===== src/rtl/topk_sort_sched_if.sv =====
// Bundle of the element stream, sorter and result-consumer signals of topk_sort_sched.
// The scheduler binds to the slave modport; the surrounding environment uses master.
interface topk_sort_sched_if #(
  parameter int DATAWIDTH  = 8,
  parameter int DATALENGTH = 16
);
  logic                                 in_vld_i;
  logic                                 in_rdy_o;
  logic [DATAWIDTH-1:0]                 in_data_i;
  logic                                 in_last_i;
  logic                                 srt_vld_o;
  logic [DATALENGTH-1:0][DATAWIDTH-1:0] srt_data_o;
  logic                                 srt_vld_i;
  logic [DATALENGTH-1:0][DATAWIDTH-1:0] srt_data_i;
  logic                                 out_vld_o;
  logic                                 out_rdy_i;
  logic [DATALENGTH-1:0][DATAWIDTH-1:0] out_data_o;
  logic [4:0]                           out_cnt_o;
  logic                                 out_last_o;
  logic                                 err_o;
  logic [31:0]                          perf_issue_o;
  logic [31:0]                          perf_stall_o;

  modport slave (
    input  in_vld_i, in_data_i, in_last_i, srt_vld_i, srt_data_i, out_rdy_i,
    output in_rdy_o, srt_vld_o, srt_data_o, out_vld_o, out_data_o, out_cnt_o,
           out_last_o, err_o, perf_issue_o, perf_stall_o
  );

  modport master (
    output in_vld_i, in_data_i, in_last_i, srt_vld_i, srt_data_i, out_rdy_i,
    input  in_rdy_o, srt_vld_o, srt_data_o, out_vld_o, out_data_o, out_cnt_o,
           out_last_o, err_o, perf_issue_o, perf_stall_o
  );
endinterface


===== src/rtl/topk_sort_sched.sv =====
// Packs a scalar stream into padded 16-wide frames, issues them to a non-stallable
// sorter under credit control and buffers the sorted frames. Perf counters: TOPK_SCHED_PERF_EN.
module topk_sort_sched #(
  parameter int                   DATAWIDTH  = 8,
  parameter int                   DATALENGTH = 16,
  parameter int                   DEPTH      = 4,
  parameter int                   SORT_LAT   = 4,
  parameter logic [DATAWIDTH-1:0] PAD_VAL    = '0
) (
  input logic              clk_i,
  input logic              rst_i,
  topk_sort_sched_if.slave bus
);
  localparam int IW = $clog2(DATALENGTH);
  localparam int PW = $clog2(DEPTH);
  localparam int CW = $clog2(DEPTH + 1);
  localparam int FW = (SORT_LAT > 1) ? $clog2(SORT_LAT) : 1;

  localparam logic [1:0] ST_FLUSH = 2'd0;
  localparam logic [1:0] ST_FILL  = 2'd1;
  localparam logic [1:0] ST_ISSUE = 2'd2;

  localparam logic [CW-1:0] CREDIT_MAX = CW'(DEPTH);
  localparam logic [PW:0]   FIFO_FULL  = (PW + 1)'(DEPTH);

  typedef logic [DATALENGTH-1:0][DATAWIDTH-1:0] frame_t;

  function automatic logic [CW-1:0] credit_return(input logic [CW-1:0] c);
    return (c == CREDIT_MAX) ? c : c + 1'b1;
  endfunction

  logic [1:0]    state;
  logic [FW-1:0] flush_cnt;
  logic [4:0]    cnt;
  logic [4:0]    frame_cnt;
  logic          frame_last;
  frame_t        frame_buf;
  frame_t        srt_frame;
  logic [CW-1:0] credit;

  logic accept, close, issue, ret;

  assign accept = (state == ST_FILL) && bus.in_vld_i;
  assign close  = accept && (bus.in_last_i || (cnt == 5'(DATALENGTH - 1)));
  assign issue  = (state == ST_ISSUE) && (credit != '0);
  assign ret    = bus.out_vld_o && bus.out_rdy_i;

  // Frame assembly: FLUSH waits out results still in the sorter after a reset.
  always_ff @(posedge clk_i) begin
    if (rst_i) begin
      state      <= ST_FLUSH;
      flush_cnt  <= '0;
      cnt        <= '0;
      frame_cnt  <= '0;
      frame_last <= 1'b0;
    end else begin
      case (state)
        ST_FLUSH: begin
          flush_cnt <= flush_cnt + 1'b1;
          if (flush_cnt == FW'(SORT_LAT - 1))
            state <= ST_FILL;
        end
        ST_FILL: begin
          if (accept) begin
            cnt <= cnt + 5'd1;
            if (close) begin
              frame_cnt  <= cnt + 5'd1;
              frame_last <= bus.in_last_i;
              state      <= ST_ISSUE;
            end
          end
        end
        ST_ISSUE: begin
          if (issue) begin
            cnt   <= '0;
            state <= ST_FILL;
          end
        end
        default: state <= ST_FLUSH;
      endcase
    end
  end

  always_ff @(posedge clk_i) begin
    if (accept)
      frame_buf[cnt[IW-1:0]] <= bus.in_data_i;
  end

  // Slots beyond the frame count may hold stale data from an earlier frame.
  always_comb begin
    srt_frame = '0;
    if (issue) begin
      for (int j = 0; j < DATALENGTH; j++)
        srt_frame[j] = (5'(j) < frame_cnt) ? frame_buf[j] : PAD_VAL;
    end
  end

  assign bus.srt_vld_o  = issue;
  assign bus.srt_data_o = srt_frame;
  assign bus.in_rdy_o   = (state == ST_FILL);

  always_ff @(posedge clk_i) begin
    if (rst_i)
      credit <= CREDIT_MAX;
    else if (issue && !ret)
      credit <= credit - 1'b1;
    else if (ret && !issue)
      credit <= credit_return(credit);
  end

  // Result FIFO (sorted frames) and side FIFO ({count, last}) pop together.
  frame_t        res_mem [DEPTH];
  logic [PW-1:0] res_rd, res_wr;
  logic [PW:0]   res_count;
  logic          res_push, res_drop, res_full, res_empty;
  logic          err;

  assign res_full  = (res_count == FIFO_FULL);
  assign res_empty = (res_count == '0);
  assign res_push  = bus.srt_vld_i && (state != ST_FLUSH) && (!res_full || ret);
  assign res_drop  = bus.srt_vld_i && (state != ST_FLUSH) && res_full && !ret;

  always_ff @(posedge clk_i) begin
    if (rst_i) begin
      res_rd    <= '0;
      res_wr    <= '0;
      res_count <= '0;
      err       <= 1'b0;
    end else begin
      if (ret)
        res_rd <= res_rd + 1'b1;
      if (res_push)
        res_wr <= res_wr + 1'b1;
      if (res_push && !ret)
        res_count <= res_count + 1'b1;
      else if (ret && !res_push)
        res_count <= res_count - 1'b1;
      if (res_drop)
        err <= 1'b1;
    end
  end

  always_ff @(posedge clk_i) begin
    if (res_push)
      res_mem[res_wr] <= bus.srt_data_i;
  end

  logic [5:0]    side_mem [DEPTH];
  logic [5:0]    side_head;
  logic [PW-1:0] side_rd, side_wr;
  logic [PW:0]   side_count;
  logic          side_pop;

  assign side_pop  = ret && (side_count != '0);
  assign side_head = side_mem[side_rd];

  always_ff @(posedge clk_i) begin
    if (rst_i) begin
      side_rd    <= '0;
      side_wr    <= '0;
      side_count <= '0;
    end else begin
      if (side_pop)
        side_rd <= side_rd + 1'b1;
      if (issue)
        side_wr <= side_wr + 1'b1;
      if (issue && !side_pop)
        side_count <= side_count + 1'b1;
      else if (side_pop && !issue)
        side_count <= side_count - 1'b1;
    end
  end

  always_ff @(posedge clk_i) begin
    if (issue)
      side_mem[side_wr] <= {frame_cnt, frame_last};
  end

  assign bus.out_vld_o  = !res_empty;
  assign bus.out_data_o = res_empty ? '0 : res_mem[res_rd];
  assign bus.out_cnt_o  = (!res_empty && side_count != '0) ? side_head[5:1] : 5'd0;
  assign bus.out_last_o = (!res_empty && side_count != '0) ? side_head[0] : 1'b0;
  assign bus.err_o      = err;

`ifdef TOPK_SCHED_PERF_EN
  function automatic logic [31:0] sat_inc32(input logic [31:0] v);
    return (v == 32'hFFFF_FFFF) ? v : v + 32'd1;
  endfunction

  logic [31:0] perf_issue, perf_stall;

  always_ff @(posedge clk_i) begin
    if (rst_i) begin
      perf_issue <= '0;
      perf_stall <= '0;
    end else begin
      if (issue)
        perf_issue <= sat_inc32(perf_issue);
      if ((state == ST_ISSUE) && (credit == '0))
        perf_stall <= sat_inc32(perf_stall);
    end
  end

  assign bus.perf_issue_o = perf_issue;
  assign bus.perf_stall_o = perf_stall;
`else
  assign bus.perf_issue_o = 32'd0;
  assign bus.perf_stall_o = 32'd0;
`endif
endmodule


===== src/flat_wrapper.sv =====
// flat-port wrapper written by rule: the top's interface ports become plain ports
module topk_sort_sched_flat 
#(
  parameter int                   DATAWIDTH  = 8,
  parameter int                   DATALENGTH = 16,
  parameter int                   DEPTH      = 4,
  parameter int                   SORT_LAT   = 4,
  parameter logic [DATAWIDTH-1:0] PAD_VAL    = '0
)
  (clk_i, rst_i, bus_in_vld_i, bus_in_data_i, bus_in_last_i, bus_srt_vld_i, bus_srt_data_i, bus_out_rdy_i, bus_in_rdy_o, bus_srt_vld_o, bus_srt_data_o, bus_out_vld_o, bus_out_data_o, bus_out_cnt_o, bus_out_last_o, bus_err_o, bus_perf_issue_o, bus_perf_stall_o);
  topk_sort_sched_if #(.DATAWIDTH(DATAWIDTH), .DATALENGTH(DATALENGTH)) bus_i ();
  input logic clk_i;
  input logic rst_i;
  input wire logic [$bits(bus_i.in_vld_i)-1:0] bus_in_vld_i;
  input wire logic [$bits(bus_i.in_data_i)-1:0] bus_in_data_i;
  input wire logic [$bits(bus_i.in_last_i)-1:0] bus_in_last_i;
  input wire logic [$bits(bus_i.srt_vld_i)-1:0] bus_srt_vld_i;
  input wire logic [$bits(bus_i.srt_data_i)-1:0] bus_srt_data_i;
  input wire logic [$bits(bus_i.out_rdy_i)-1:0] bus_out_rdy_i;
  output wire logic [$bits(bus_i.in_rdy_o)-1:0] bus_in_rdy_o;
  output wire logic [$bits(bus_i.srt_vld_o)-1:0] bus_srt_vld_o;
  output wire logic [$bits(bus_i.srt_data_o)-1:0] bus_srt_data_o;
  output wire logic [$bits(bus_i.out_vld_o)-1:0] bus_out_vld_o;
  output wire logic [$bits(bus_i.out_data_o)-1:0] bus_out_data_o;
  output wire logic [$bits(bus_i.out_cnt_o)-1:0] bus_out_cnt_o;
  output wire logic [$bits(bus_i.out_last_o)-1:0] bus_out_last_o;
  output wire logic [$bits(bus_i.err_o)-1:0] bus_err_o;
  output wire logic [$bits(bus_i.perf_issue_o)-1:0] bus_perf_issue_o;
  output wire logic [$bits(bus_i.perf_stall_o)-1:0] bus_perf_stall_o;
  assign bus_i.in_vld_i = bus_in_vld_i;
  assign bus_i.in_data_i = bus_in_data_i;
  assign bus_i.in_last_i = bus_in_last_i;
  assign bus_i.srt_vld_i = bus_srt_vld_i;
  assign bus_i.srt_data_i = bus_srt_data_i;
  assign bus_i.out_rdy_i = bus_out_rdy_i;
  assign bus_in_rdy_o = bus_i.in_rdy_o;
  assign bus_srt_vld_o = bus_i.srt_vld_o;
  assign bus_srt_data_o = bus_i.srt_data_o;
  assign bus_out_vld_o = bus_i.out_vld_o;
  assign bus_out_data_o = bus_i.out_data_o;
  assign bus_out_cnt_o = bus_i.out_cnt_o;
  assign bus_out_last_o = bus_i.out_last_o;
  assign bus_err_o = bus_i.err_o;
  assign bus_perf_issue_o = bus_i.perf_issue_o;
  assign bus_perf_stall_o = bus_i.perf_stall_o;
  topk_sort_sched #(.DATAWIDTH(DATAWIDTH), .DATALENGTH(DATALENGTH), .DEPTH(DEPTH), .SORT_LAT(SORT_LAT), .PAD_VAL(PAD_VAL)) u_core (.clk_i(clk_i), .rst_i(rst_i), .bus(bus_i));
endmodule

===== config.mk =====
export PLATFORM = sky130hd
export DESIGN_NAME = topk_sort_sched_flat
export DESIGN_NICKNAME = d
export VERILOG_FILES = /design/src/rtl/topk_sort_sched_if.sv /design/src/rtl/topk_sort_sched.sv /design/src/flat_wrapper.sv
export SDC_FILE = /design/constraint.sdc
export NUM_CORES = 1
export LEC_CHECK = 0
export ABC_AREA = 1
export ABC_CLOCK_PERIOD_IN_PS = 6900
export CAP_MARGIN = 10
export CORE_UTILIZATION = 48
export DETAILED_ROUTE_END_ITERATION = 6
export HOLD_SLACK_MARGIN = 0.02
export PLACE_DENSITY_LB_ADDON = 0.3
export SETUP_SLACK_MARGIN = 0.05
export SLEW_MARGIN = 0
export SYNTH_ARGS = -nofsm -noshare
export SYNTH_HDL_FRONTEND = slang
export SYNTH_SLANG_ARGS = --single-unit

===== constraint.sdc =====
create_clock -name clk_i -period 6.9 [get_ports clk_i]
set_input_delay 0.69 -clock clk_i [delete_from_list [all_inputs] [get_ports clk_i]]
set_output_delay 0.69 -clock clk_i [all_outputs]
set_load 0.02 [all_outputs]

Word-level counts from Yosys, hierarchy flattened
Memories as Yosys holds them, arrays and structs flattened. A register that Yosys moved wholly into a read port is not among the register bits. Cells that the tools add are included. Widths: inputs -> output; s select.

Bits in writable memories: 536. Logic and storage cells: 156. Register bits: 161. Input bits: 142. Memories: 2. Output and inout port bits: 330.

Memory list: u_core.res_mem (words 4, width 128, read ports 1, clocked after Yosys merged registers in 1, write ports 1, line topk_sort_sched.sv:112) `frame_t res_mem [DEPTH];`; u_core.side_mem (words 4, width 6, read ports 1, clocked after Yosys merged registers in 1, write ports 1, line topk_sort_sched.sv:148) `logic [5:0] side_mem [DEPTH];`.

Mux-type cells: 46. Reduce and logical (&&, ||, !) cells: 38. Eq/ne operators: 11. $add $sub $neg: 12. Magnitude comparators: 18.

Operator list (number): $mux 128 (2); $mux 8 (17); $bwmux 128 (1); $lt 4x5->1 const A (8); $demux 8 s4 (1); $mux 3 (7); $lt 3x5->1 const A (4); $logic_and 1x1->1 (17); $mux 2 (8); $mux 5 (3); $add 2x1->2 const B (5); $lt 1x5->1 const A (2); $lt 2x5->1 const A (2); $ne 2x1->1 const B (5); $pmux 5 s2 (1); $reduce_bool 2->1 (5); $add 3x1->3 const B (3); $sub 3x1->3 const B (3); $eq 3x3->1 const B (2); $logic_not 1->1 (6); $pmux 2 s3 (1); $reduce_and 3->1 (2); $reduce_bool 3->1 (2); $add 5x1->5 const B (1); 11 further kinds (17).

Longest topological paths before layout
Gate-level depths: netlist of run 1.

Depth after elaboration: 9. Depth in mapped cells: 13. Depth with buffers taken out: 12.

Worst setup path after synthesis of run 1
No wires, ideal clock.

Path type: input to register. From: input port bus_out_rdy_i. To: memory u_core.res_mem[0][0] (netlist name), enable pin. Path slack: -0.034 ns. Data required time: 6.283 ns. Buffers on the path: 0. Cell stages on the path: 4. Arrival: 6.317 ns. Cells stage by stage: inv_1 > nand3_1 > nand2_1 > nor2_1.

Longest elaborated chain between the ends: 5.

RTL lines: start: declaration (line flat_wrapper.sv:19) `input wire logic [$bits(bus_i.out_rdy_i)-1:0] bus_out_rdy_i;`; $logic_and 1x1->1 (line topk_sort_sched.sv:46) `assign ret = bus.out_vld_o && bus.out_rdy_i;`; $logic_or 1x1->1 (line topk_sort_sched.sv:120) `assign res_push = bus.srt_vld_i && (state != ST_FLUSH) && (!res_full || ret);`; $logic_and 1x1->1 (line topk_sort_sched.sv:120); $mux 1 (line topk_sort_sched.sv:144) `if (res_push)`; $mux 1 (not written as such) (line topk_sort_sched.sv:145) `res_mem[res_wr] <= bus.srt_data_i;`; end: declaration (line topk_sort_sched.sv:112).

No other way between the ends.

==> results of run 1 <==
## synth_stat cells (all sizes together)
master and n:
a21oi 162, a31oi 2, buf 148, clkbuf 35
conb 1, dfxtp 37, edfxtp 664, fa 3
ha 21, inv 84, nand2 161, nand3 8
nor2 733, nor3 2, o21a 1, o21ai 292
xnor2 3, xor2 2
## layer usage
| layer | share of wire | global-route usage |
|---|---|---|
| met5 | 0.0018 | 0 |
| met4 | 0.029 | 0.08419 |
| met3 | 0.086 | 0.06969 |
| met2 | 0.50 | 0.3844 |
| met1 | 0.39 | 0.2786 |
## logic make-up (layout without fill, tap and decap cells)
kind of cell    Yosys count  in the layout
compound gates          457            457
simple gates            904            904
xor+xnor                  5              5
buf+inv                 267            635
fa+ha+maj                24             24
other cells               1             70
flops                   701            701
## worst min-delay path by stage
stage                                start               end  slack, ps  cells after the start
after floorplan           u_core.res_rd[1]          register        440                      2
after global placement    u_core.res_rd[1]  u_core.res_rd[1]        450                      2
after detailed placement  u_core.res_rd[1]          register        460                      2
after CTS                 u_core.res_rd[1]          register        450                      2
after global routing      u_core.res_rd[1]          register        490                      2
final                     u_core.res_rd[1]          register        460                      2
## flip-flops by register name (all words and copies together) (netlist names), named ones only
signal             flops
u_core.bus.err_o       1
u_core.cnt             5
u_core.credit          3
u_core.flush_cnt       2
u_core.frame_buf     128
u_core.frame_cnt       5
u_core.frame_last      1
u_core.res_count       3
u_core.res_mem       512
u_core.res_rd          2
u_core.res_wr          2
u_core.side_count      3
u_core.side_mem       24
u_core.side_rd         2
u_core.side_wr         2
u_core.state           2
## per-stage QoR
step	worst slack, ps	power [uW]	cells
finish	1922	12780	3561
global route	1655	13370	3557
CTS	1971	12880	3555
detailed placement	2660	9118	3424
global placement	2782	9038	3424
floorplan	-34.30	7560	2422
## final cells by class
cell class | count | area (sq um)
fillers | 4431 | 22910
clock buffers | 92 | 1992
flip-flops and latches | 701 | 20690
multi-input cells | 1454 | 6382
repair buffers | 420 | 4222
clock inverters | 39 | 310.3
well taps | 765 | 957.2
inverters | 84 | 325.3
diodes | 6 | 15.01
## power by group through the flow
stage	Clock (uW)	Combinational, uW	Sequential, uW
after floorplan	0	2300	5260
final	3760	3780	5240
after global routing	3990	4100	5280
after detailed placement	0	3790	5330
after CTS	3820	3820	5240
after global placement	0	3730	5310
## critical path, cell delays in order (launching register included)
cell	delay (ps)
dfxtp_4	620
inv_6	930
buf_4	710
o21ai_0	270
a21oi_1	180
clkdlybuf4s50_1	670
==> run summary, run 1 <==
The cell area after synthesis is 0.02819 sq mm. The required time at the endpoint of the critical path came out at 6210 ps. The detail-routed net length per standard cell came out at 19.47 microns. Post-CTS timing repair inserted 0 buffers for setup. The mux cell area share after synthesis came out at 0.

The post-synthesis share of cell area spent on xor and xnor gates is 0.001554. In this run, the number of DRC markers left after iteration 0 of detailed routing was 1350. The global-route congestion overflow total came out at 0. The relative area change from synthesis to final layout came out at 23.78%. The tree is rooted in a clkbuf_16. Leaving out fill and tap cells, the most frequent cells in the layout are nor2_1 (724), edfxtp_1 (664), clkdlybuf4s50_1 (407), o21ai_0 (282), nand2_1 (161). The number of maximum-capacitance violations is 0. The H-tree was split into 3 levels. Across the VDD grid, the largest voltage drop is 0.2081 mV. The die footprint came out at 0.05970 sq mm. The synthesized-area fraction occupied by and/or/nand/nor cells came out at 0.1214. Yosys printed 0 warnings.

The worst slack on hold paths came out at 461.8 ps. The weighted congestion reported at the end of routability-driven placement is 0.8367. The die width is 244.3 microns. In this run the worst hold path is classified as reg2reg. Of the total power, the clock network draws 0.294. The TritonCTS clock tree is built.

The synthesized-area fraction occupied by ao, oa, aoi and oai cells is 0.08212. The largest total area in the synthesized netlist belongs to edfxtp_1. The number of hold violations in the final report came to 0. The flow ran to the end, and the final reports show no timing, DRC or antenna violations. The number of global-route vias before repair is 18.38k.

Timing would allow up to 0.2009 GHz. Synthesis instantiated 27 different standard cells from the library. The first TritonRoute pass finished after 7 iterations. The wire length of the first global-routing pass is 104700 microns. The share of total power dissipated in combinational logic is 0.296. The actual transition at the worst max-transition pin is 1217 ps. The routed design could run at a clock period as short as 4978 ps. The worst setup path is captured at an output pin. The final wirelength is 69330 microns.

The worst-case reg-to-reg path depth came out at 6. The cell count after synthesis came out at 2359. The adder and majority gate portion of the synthesized area came out at 0.01145. The share of the yosys chip area belonging to registers is 0.7336. The count of antenna-violating nets left after detailed routing came out at 0. The internal portion of the total power is 8591 uW. Of the post-synthesis cell area, the dominant cell type holds 0.7074. The clock reaches the later pin of the worst-skew pair after 600 ps. The area of the core came out at 0.05781 sq mm. The mean cell area of the mapped netlist came out at 11.95 sq um. The reported leakage power came out at 0.01174 uW. The cell row count is 88.

The share of the core filled with cells in the final layout came out at 0.6036. The post-DP HPWL came out at 41030 microns. The endpoint identified for the worst register-to-register timing path is u_core.res_mem[1][84]. The worst setup path is of the reg2out kind. The register-to-register path setup slack is 3730 ps. The portion of total power attributed to sequential cells came out at 0.410. The number of synthesized register bits came out at 701. Gates resized during post-CTS repair numbered 0.

At the worst endpoint, the arrival time is 4290 ps. The initial core utilization came out at 0.4876. The placed standard-cell area is 0.03257 sq mm. The startpoint identified for the worst register-to-register timing path is u_core.state[0]. The library cell used most frequently in the layout, excluding fill and tap cells, is nor2_1. The DRC violation count after routing is 0.

The number of antenna violations at the first check in global routing came out at 14. The count of pins on the block boundary came out at 472. The CTS sink count came out at 701. The post-route setup TNS is 0 ps. Setup repair after global routing left no endpoint under its margin. Setup violations remaining at the end of the flow were counted as 0. The critical path ends at bus_out_data_o[61].

The number of CTS-inserted buffers is 72. STA classifies the critical path startpoint as a register. The largest clock skew in the final design came out at 16.39 ps. The clock-pin slew on the worst setup and hold paths came out at 60 ps. In the post-synthesis netlist, the biggest area contributors are edfxtp_1 (71%), nor2_1 (9.7%), o21ai_0 (5.0%). The largest net degree at the start of global routing is 178.

The longest clock path from root to sink contains 3 buffers. The number of buffers added on ports is 407. The cts-stage hold buffer count is 0. The number of pins exceeding their max-slew limit in the final report came out at 0. The number of vias after detailed routing came out at 18.55k. The number of nets in the finished design is 2899. The fraction of final layout cells sized beyond drive strength 1 is 0.05125.

The overall fraction of global-route tracks in use is 0.2290. The switching power is 4186 uW. The height of the die came out at 244.3 microns. The share of the clock period used by the worst path is 0.7215.

After synthesis, the largest family of logic cells by area is simple AND/OR/NAND/NOR gates. Summing all non-filler instances in the final layout gives an area of 0.03489 sq mm. The relative slew slack came out at 0.1889.

Of the total power, the share spent switching nets is 0.3276. Along the worst path, the maximum fanout reaches 177. The via-per-instance ratio came out at 5.208. Dividing total power by cell area gives a power density of 366.2 mW/mm^2.
Power figures use the tool's default switching activity.
==> run 2: changes to the inputs <==
- ABC_CLOCK_PERIOD_IN_PS: 6900 -> 4600
- CORE_UTILIZATION: 48 -> 50
- clock period: 6.9 -> 4.6 ns (I/O delays scaled with it)
==> run summary, run 2 (same netlist as run 1, synthesis figures left out) <==
The shortest clock period the worst path allows after layout came out at 3881 ps. STA classifies the critical path endpoint as an output pin. The via-per-instance ratio came out at 5.261. Overall power consumption after layout is estimated at 19100 uW. The master cell of the clock root buffer is clkbuf_16. The area of the core is 0.05542 sq mm.

By startpoint and endpoint, the worst setup path is classified as reg2out. In the layout the commonest cells are nor2_1 (724), edfxtp_1 (664), clkdlybuf4s50_1 (407), o21ai_0 (282), nand2_1 (161). Relative to the synthesized area, the layout overhead comes to 23.84%. In the final routed layout, each cell accounts on average for 20.24 microns. The worst slack on hold paths came out at 472.8 ps. The number of hold violations in the final report is 0.

The count of endpoints failing setup in the final report is 0. The detailed router finished its first iteration with 1466 violations. The number of pins exceeding their max-slew limit in the final report came out at 0.

Summed over all layers, the routed wires come to 71780 microns. The arrival time at the worst endpoint is 3420 ps. The total overflow left after global routing is 0. The overall fraction of global-route tracks in use came out at 0.2482.

The initial core utilization is 0.5087. The timing-limited maximum frequency is 0.2577 GHz. The met2 layer wire length in the routed design is 34970 microns. The met1 wire length is 27510 microns. The met3 layer wire length in the routed design came out at 7140 microns.

The actual transition at the worst max-transition pin is 990.9 ps. The count of antenna-violating nets left after detailed routing came out at 0. The TritonCTS clock tree is built. The post-CTS repair timing setup buffer count is 0. The worst min-delay path category is reg2reg. The post-DP HPWL is 45780 microns.

Summed over all cells, the static leakage comes to 0.01176 uW. The height of the die is 239.4 microns. The number of antenna violations at the first check in global routing came out at 9. The number of global-route vias before repair came out at 18.40k. The routed layout has 18.66k vias. The flow ran to the end, and the final reports show no timing, DRC or antenna violations.

The later pin in the worst-skew pair is clocked with a latency of 600 ps. Between clock sinks in the finished design, the worst skew comes to 23.08 ps. The final non-filler cell total is 3547. The required time at the endpoint of the critical path came out at 4140 ps.

The floorplan has 86 rows. The number of buffers added on ports is 407. The detailed router used layers up to and including met5.

The instance count after placement with tap cells included came out at 3415. The die width is 239.4 microns. The number of cells upsized or downsized after cts came out at 0. The clock passes through at most 3 buffers.

Clock-pin slew was measured on the worst setup and hold paths at 60 ps. The CTS sink count came out at 701. u_core.res_mem holds more flip-flops than any other register.

Leaving out fill and tap cells, the most frequent cell in the layout is nor2_1. The share of the clock period used by the worst path is 0.8436. The weighted congestion reported at the end of routability-driven placement is 0.8769. The post-layout instance area is 0.03491 sq mm. The worst setup path is launched from a register. Setup repair after global routing left no endpoint under its margin. The count of pins on the block boundary came out at 472. Clock tree synthesis inserted a total of 71 buffers. The H-tree was split into 3 levels. The DRC violation count after routing came out at 0.

The die footprint is 0.05733 sq mm. The largest vdd supply drop came out at 0.3489 mV. The number of maximum-capacitance violations came out at 0. Along the worst path, the maximum fanout reaches 79. The first global-routing pass estimated 106800 microns of wire. Once placement finished, the instance area stood at 0.03266 sq mm.

Of the cells placed in the final design, the portion with a size suffix greater than 1 is 0.05077. The number of flip-flops in the largest register came out at 512. The final layout contains 2906 nets. For this run, the detailed router's first-pass iteration total came to 5. The largest net degree at the start of global routing came out at 153.

The power density over the cells is 547.3 mW/mm^2. Headroom to the max-slew limit came out at 0.3394. Buffers inserted to repair hold after CTS numbered 0.
==> run 2: changes by cell type in the layout (fill, tap and decap cells not counted) <==
cell | previous run | this run
buf_4 | 9 | 13
clkbuf_1 | 13 | 17
clkinv_1 | 14 | 18
clkbuf_16 | 76 | 74
buf_12 | 4 | 8
clkbuf_8 | 3 | 2
diode_2 | 6 | 2
clkinv_4 | 1 | 2
clkinvlp_4 | 4 | 3
clkinv_2 | 13 | 7
==> run 2: where the power goes <==
| group | internal, uW | switching, uW |
|---|---|---|
| logic | 2080 | 3700 |
| clock network | 3210 | 2320 |
| registers | 7560 | 247 |
| total | 12800 | 6260 |
==> run 2: worst max-delay path, cell delays in order, from the launching register on <==
cell and delay (ps):
dfxtp_4 470, inv_6 480, buf_4 560, o21ai_0 170
a21oi_1 350, clkdlybuf4s50_1 690
==> run 2: cell type report <==
type,instances,area [sq um]
flip-flops and latches,701,20690
clock buffers,93,1943
multi-input cells,1454,6382
well taps,748,935.9
repair buffers,428,4332
clock inverters,37,296.5
diodes,2,5.005
inverters,84,325.3
fillers,4203,20510
==> run 2: per-layer routing <==
| metal | vias to the layer above | GRT usage |
|---|---|---|
| met5 | - | 0 |
| met4 | 14 | 0.09732 |
| met3 | 131 | 0.07353 |
| met2 | 760 | 0.4030 |
| met1 | 8991 | 0.3133 |
| li1 | 8766 | - |
==> run 2: path summary, 6_finish.rpt <==
| kind | start | cells after the start | slack (ps) | end |
|---|---|---|---|---|
| worst min register to register | u_core.bus.err_o | 1 | 470 | u_core.bus.err_o |
| worst max-delay path | register | 5 | 720 | bus_out_data_o[33] |
| worst min-delay path | u_core.bus.err_o | 1 | 470 | u_core.bus.err_o |
| worst max register to register | u_core.state[0] | 12 | 1740 | u_core.side_count[2] |
==> run 2: through the flow <==
stage,setup WS [ps],utilization,TNS (ps)
detailed placement,1324,0.5894,0
global route,524.3,0.6299,0
CTS,672.4,0.6298,0
floorplan,-176.7,-,-90460
finish,719.4,0.6299,0
global placement,1370,0.5894,0
